**src/rtl/bft_stream_packetizer.sv**
```systemverilog
// Stream-to-BFT packetizer: wraps vld/ack words into addressed 49-bit packets under credit flow control.
// Define PKT_COUNT_EN to add a transfer counter (pkt_count) with synchronous clear (pkt_count_clr).
module bft_stream_packetizer #(
    parameter int PACKET_BITS   = 49,
    parameter int PAYLOAD_BITS  = 32,
    parameter int NUM_LEAF_BITS = 5,
    parameter int NUM_PORT_BITS = 4,
    parameter int NUM_ADDR_BITS = 7,
    parameter int SELF_LEAF     = 1,
    parameter int MAX_CREDIT    = 128
) (
    input  logic                     clk_400,
    input  logic                     resetn_400,
    input  logic                     start,
    input  logic [NUM_LEAF_BITS-1:0] dest_leaf,
    input  logic [NUM_PORT_BITS-1:0] dest_port,
    input  logic [PAYLOAD_BITS-1:0]  din_user2packetizer,
    input  logic                     vld_user2packetizer,
    output logic                     ack_packetizer2user,
    input  logic [PACKET_BITS-1:0]   din_bft2packetizer,
    output logic [PACKET_BITS-1:0]   dout_packetizer2bft,
    input  logic                     resend,
    output logic [7:0]               credit,
`ifdef PKT_COUNT_EN
    input  logic                     pkt_count_clr,
    output logic [31:0]              pkt_count,
`endif
    output logic                     busy
);

    localparam int ADDR_LSB = PAYLOAD_BITS;
    localparam int PORT_LSB = PAYLOAD_BITS + NUM_ADDR_BITS;
    localparam int LEAF_LSB = PORT_LSB + NUM_PORT_BITS;
    localparam logic [NUM_LEAF_BITS-1:0] SELF_LEAF_L  = NUM_LEAF_BITS'(SELF_LEAF);
    localparam logic [8:0]               MAX_CREDIT_W = 9'(MAX_CREDIT);

    typedef enum logic [1:0] {
        IDLE        = 2'd0,
        RUN         = 2'd1,
        WAIT_CREDIT = 2'd2
    } state_t;

    state_t                   state_q;
    logic [NUM_LEAF_BITS-1:0] leaf_q;
    logic [NUM_PORT_BITS-1:0] port_q;
    logic [NUM_ADDR_BITS-1:0] addr_q;
    logic [7:0]               credit_q;
    logic [7:0]               credit_d;
    logic [PACKET_BITS-1:0]   dout_q;
    logic                     busy_q;
    logic                     upd;
    logic [7:0]               inc;
    logic                     xfer;
    logic [8:0]               credit_sum;
    logic                     unused_din_bits;

    // Clamp the 9-bit credit sum to the destination buffer depth.
    function automatic logic [7:0] sat_credit(input logic [8:0] sum);
        if (sum > MAX_CREDIT_W) begin
            return MAX_CREDIT_W[7:0];
        end
        return sum[7:0];
    endfunction

    assign upd = din_bft2packetizer[PACKET_BITS-1]
              && (din_bft2packetizer[LEAF_LSB +: NUM_LEAF_BITS] == SELF_LEAF_L)
              && (din_bft2packetizer[PORT_LSB +: NUM_PORT_BITS] == '0);
    assign inc = upd ? din_bft2packetizer[7:0] : 8'd0;

    assign unused_din_bits = ^{din_bft2packetizer[ADDR_LSB +: NUM_ADDR_BITS],
                               din_bft2packetizer[PAYLOAD_BITS-1:8]};

    assign ack_packetizer2user = (state_q == RUN) && vld_user2packetizer
                              && (credit_q != 8'd0) && !resend;
    assign xfer = vld_user2packetizer && ack_packetizer2user;

    assign credit_sum = {1'b0, credit_q} - 9'(xfer) + {1'b0, inc};
    assign credit_d   = sat_credit(credit_sum);

    always_ff @(posedge clk_400) begin
        if (!resetn_400) begin
            state_q  <= IDLE;
            leaf_q   <= '0;
            port_q   <= '0;
            addr_q   <= '0;
            credit_q <= MAX_CREDIT_W[7:0];
            dout_q   <= '0;
            busy_q   <= 1'b0;
        end else begin
            credit_q <= credit_d;
            dout_q   <= xfer ? {1'b1, leaf_q, port_q, addr_q, din_user2packetizer} : '0;
            if (xfer) begin
                addr_q <= addr_q + NUM_ADDR_BITS'(1);
            end
            // resend freezes the control state; credit updates above still land.
            if (!resend) begin
                case (state_q)
                    IDLE: begin
                        if (start) begin
                            state_q <= RUN;
                            busy_q  <= 1'b1;
                            leaf_q  <= dest_leaf;
                            port_q  <= dest_port;
                            addr_q  <= '0;
                        end
                    end
                    RUN: begin
                        if (xfer && (credit_q == 8'd1) && !upd) begin
                            state_q <= WAIT_CREDIT;
                        end
                    end
                    WAIT_CREDIT: begin
                        if (credit_q != 8'd0) begin
                            state_q <= RUN;
                        end
                    end
                    default: state_q <= IDLE;
                endcase
            end
        end
    end

`ifdef PKT_COUNT_EN
    logic [31:0] pkt_count_q;

    always_ff @(posedge clk_400) begin
        if (!resetn_400 || pkt_count_clr) begin
            pkt_count_q <= '0;
        end else if (xfer) begin
            pkt_count_q <= pkt_count_q + 32'd1;
        end
    end

    assign pkt_count = pkt_count_q;
`endif

    assign dout_packetizer2bft = resend ? '0 : dout_q;
    assign credit              = credit_q;
    assign busy                = busy_q;

endmodule

```
**config.mk**
```make
export PLATFORM = sky130hd
export DESIGN_NAME = bft_stream_packetizer
export DESIGN_NICKNAME = d
export VERILOG_FILES = /design/src/rtl/bft_stream_packetizer.sv
export SDC_FILE = /design/constraint.sdc
export NUM_CORES = 1
export LEC_CHECK = 0
export ABC_AREA = 1
export CELL_PAD_IN_SITES_DETAIL_PLACEMENT = 1
export CELL_PAD_IN_SITES_GLOBAL_PLACEMENT = 2
export CORE_MARGIN = 3
export CORE_UTILIZATION = 23
export DETAILED_ROUTE_END_ITERATION = 8
export GPL_TIMING_DRIVEN = 0
export PLACE_DENSITY = 0.92
export SLEW_MARGIN = 20
export SYNTH_ARGS = -nofsm -noshare
export SYNTH_HDL_FRONTEND = slang
export SYNTH_SLANG_ARGS = --single-unit
```
**constraint.sdc**
```tcl
create_clock -name clk_400 -period 4.75 [get_ports clk_400]
set_input_delay 0.7125 -clock clk_400 [delete_from_list [all_inputs] [get_ports clk_400]]
set_output_delay 0.7125 -clock clk_400 [all_outputs]
set_load 0.01 [all_outputs]
```
==> out/results.ini <==
[logic_synthesis]
yosysSeqAreaShare_pct=42.68
ys_warn_count=0
synth_seq_cells=76
synth_area_per_cell_um2=6.935
netlist_area_um2=3565
synthesis.nets=627
syn_inst=514
synth.distinct_cells=26

[timing]
tightestPinTransition_ns=0.4668
min_period_over_period_pct=77.85
finClkSkew_ns=0.007248
grt_setup_unrepaired=false
slew_violations=0
min_period_ns=3.698
slew_headroom_pct=68.88
finalSetupViolCount=0
max_freq_ghz=0.2704
tns_ns=0
hold_viol=0

[routing]
post-route-drc-count=0
via_count=3357
viasPerCell=4.020
routed_wl_mm=10.04
dr.pass1.iters=4
wire_per_inst_um=12.02
drt_iter0_markers=122
ant_nets=0

[layout]
final-seq-area_um2=1521
final_layout_size_suffix_gt1_share_pct=7.527
diodes=0
final_net_count=759
fillers=1840
multiInputGateArea_um2=1399
syn_to_final_growth_pct=50.26

[status]
status=complete, no violations

[placement]
port_buffers=121
place_hpwl_mm=8.120
gp_congestion=0.7776

[clock_network]
cts-root-buf=clkbuf_16
ctsHtreeMaxLevel=3
post_cts_buffers=0
cts_buffer_depth=2
cts_tree=yes
clkLatencyLatePin_ns=0.34
cts_sinks=76
cts_resized=0
clkSlewWorstSetupHoldPaths_ns=0.06
cts_hold_buf=0
cts-buffers-inserted=9

[global_route]
grt_pass1_vias=3493
grt_max_degree=14
grt_pass1_wl_mm=16.00
grt_use_total_pct=11.88
antenna_found_initial=0
overflow=0

[worst_setup_path]
start_kind=input port
end_kind=flop
arrival_ns=3.96
worstSetupPathType=input port to flop
worstPathRequired_ns=5.01
crit_fanout=8

[power]
ir_worst_vdd_v=0.0001583
power_mw=2.210
p_per_area_nw_per_um2=412.5
p_leak_nw=2.359

[run]
max_cap_viol_count=0

[die]
die-height_um=130.5
die_area_um2=17030
dieWidth_um=130.5
initial_core_util_pct=23.98
ios=154
fp.coreArea_um2=14860
rows=44

[hold_path]
hp-class=flop to flop

cells in the mapped netlist (all sizes together):
library cell / count / share of area [%]
inv: 152 / 16
nor2: 130 / 16
dfxtp: 76 / 43
nand2: 58 / 6.1
nand3: 20 / 3.2
a21oi: 18 / 2.5
ha: 17 / 6.0
o21ai: 10 / 1.4
clkbuf: 7 / 0.74
buf: 6 / 1.3
nand4: 4 / 0.70
nor3: 4 / 0.56
xor2: 4 / 0.98
o21a: 3 / 0.63
a211oi: 2 / 0.42
fa: 1 / 0.56
nand3b: 1 / 0.21
or2: 1 / 0.18
cell usage in the layout, fill, tap and decap left out:
master / netlist / layout
bufinv_16: 0 / 3
fa_1: 1 / 1
nor2_2: 18 / 18
clkbuf_16: 0 / 9
clkinv_4: 0 / 1
o21ai_0: 9 / 9
inv_1: 145 / 145
buf_1: 1 / 1
a21oi_1: 18 / 18
clkdlybuf4s50_1: 0 / 121
nor2_1: 109 / 109
nand2_1: 58 / 58
xor2_1: 4 / 4
buf_6: 3 / 3
nand3_4: 1 / 1
nand3_1: 19 / 19
dfxtp_1: 76 / 76
nor3_1: 4 / 4
nand4_1: 4 / 4
o21a_1: 3 / 3
nand3b_1: 1 / 1
buf_2: 2 / 2
o21ai_1: 1 / 1
clkbuf_8: 0 / 1
inv_2: 7 / 7
clkbuf_1: 7 / 8
inv_6: 0 / 1
a211oi_1: 2 / 2
or2_0: 1 / 1
nor2_4: 2 / 2
ha_1: 17 / 17
nor2_8: 1 / 1
layout make-up:
type                            instances  share of cell area, %
Tap cell                              184                  4.298
Timing Repair Buffer                  121                  22.61
Sequential cell                        76                  28.40
Clock inverter                          5                  2.009
Multi-Input combinational cell        273                  26.12
Buffer                                 13                  1.378
Inverter                              152                  10.65
Clock buffer                           11                  4.532
cells by family (layout without fill, tap and decap cells):
logic type,Yosys count,after routing,share of synthesized area (%)
and+or+nand+nor,218,218,26.75
buffers and inverters,165,302,18.08
DFF,76,76,42.68
AOI/OAI and AO/OA,33,33,4.984
adders and majority gates,18,18,6.529
xor gates and xnor gates,4,4,0.9827
report_power, final:
| group | internal [mW] | switching [mW] | total [mW] | leakage [nW] |
|---|---|---|---|---|
| Sequential | 0.671 | 0.0182 | 0.689 | 0.615 |
| Clock | 0.531 | 0.273 | 0.804 | 0.170 |
| Combinational | 0.286 | 0.431 | 0.717 | 1.57 |
| Total | 1.49 | 0.722 | 2.21 | 2.36 |
state kept, by name, indices dropped and copies added (netlist names):
signal and count:
dout_q 49, port_q 4, state_q 2, credit 8, addr_q 7, leaf_q 5, busy 1
worst max-delay path, cell delays in order:
cell and delay, ns:
clkdlybuf4s50_1 0.45, nand2_1 0.05, nor3_1 0.14, nand3_1 0.13
inv_1 0.25, nand2_1 0.09, ha_1 0.28, inv_1 0.06
ha_1 0.20, inv_1 0.07, fa_1 0.38, inv_1 0.12
nand3_1 0.10, nand2_1 0.12, nand4_1 0.14, nand2_1 0.09
nand2_1 0.05, nand2_1 0.10, nand3_1 0.26, nor2_1 0.18
metal layers:
metal	part of all wire [%]	vias to the layer above	global-route usage [%]	wire length [um]
met5	0	-	0	0
met4	1.7	0	4.537	168
met3	4.0	13	2.398	403
met2	50	68	21.04	5062
met1	44	1535	14.10	4405
li1	-	1741	-	-
path summary, 6_finish.rpt:
kind                            cells after the start  slack, ns                     to                    from
worst max-delay path                               20       1.05   credit[1]$_SDFF_PN0_  din_bft2packetizer[43]
worst min-delay path                                2       0.44  dout_q[43]$_SDFF_PN0_  leaf_q[0]$_SDFFE_PN0P_
worst max register to register                     18       1.52   credit[1]$_SDFF_PN0_    credit[7]$_SDFF_PN1_
worst min register to register                      2       0.44  dout_q[43]$_SDFF_PN0_  leaf_q[0]$_SDFFE_PN0P_
metrics by stage:
step           area (um^2)  hold slack (ns)  setup slack (ns)  utilization, %  instances
2_1_floorplan         3565           0.4160             1.784               -        514
3_3_place_gp          5006           0.4267            0.7692           33.68        819
3_5_place_dp          5006           0.4309            0.6577           33.68        819
4_1_cts               5356           0.4397             1.000           36.04        835
5_1_grt               5356           0.4627            0.7345           36.04        835
6_report              5356           0.4361             1.052           36.04        835
Note: power is estimated with default switching activity, not from simulation.
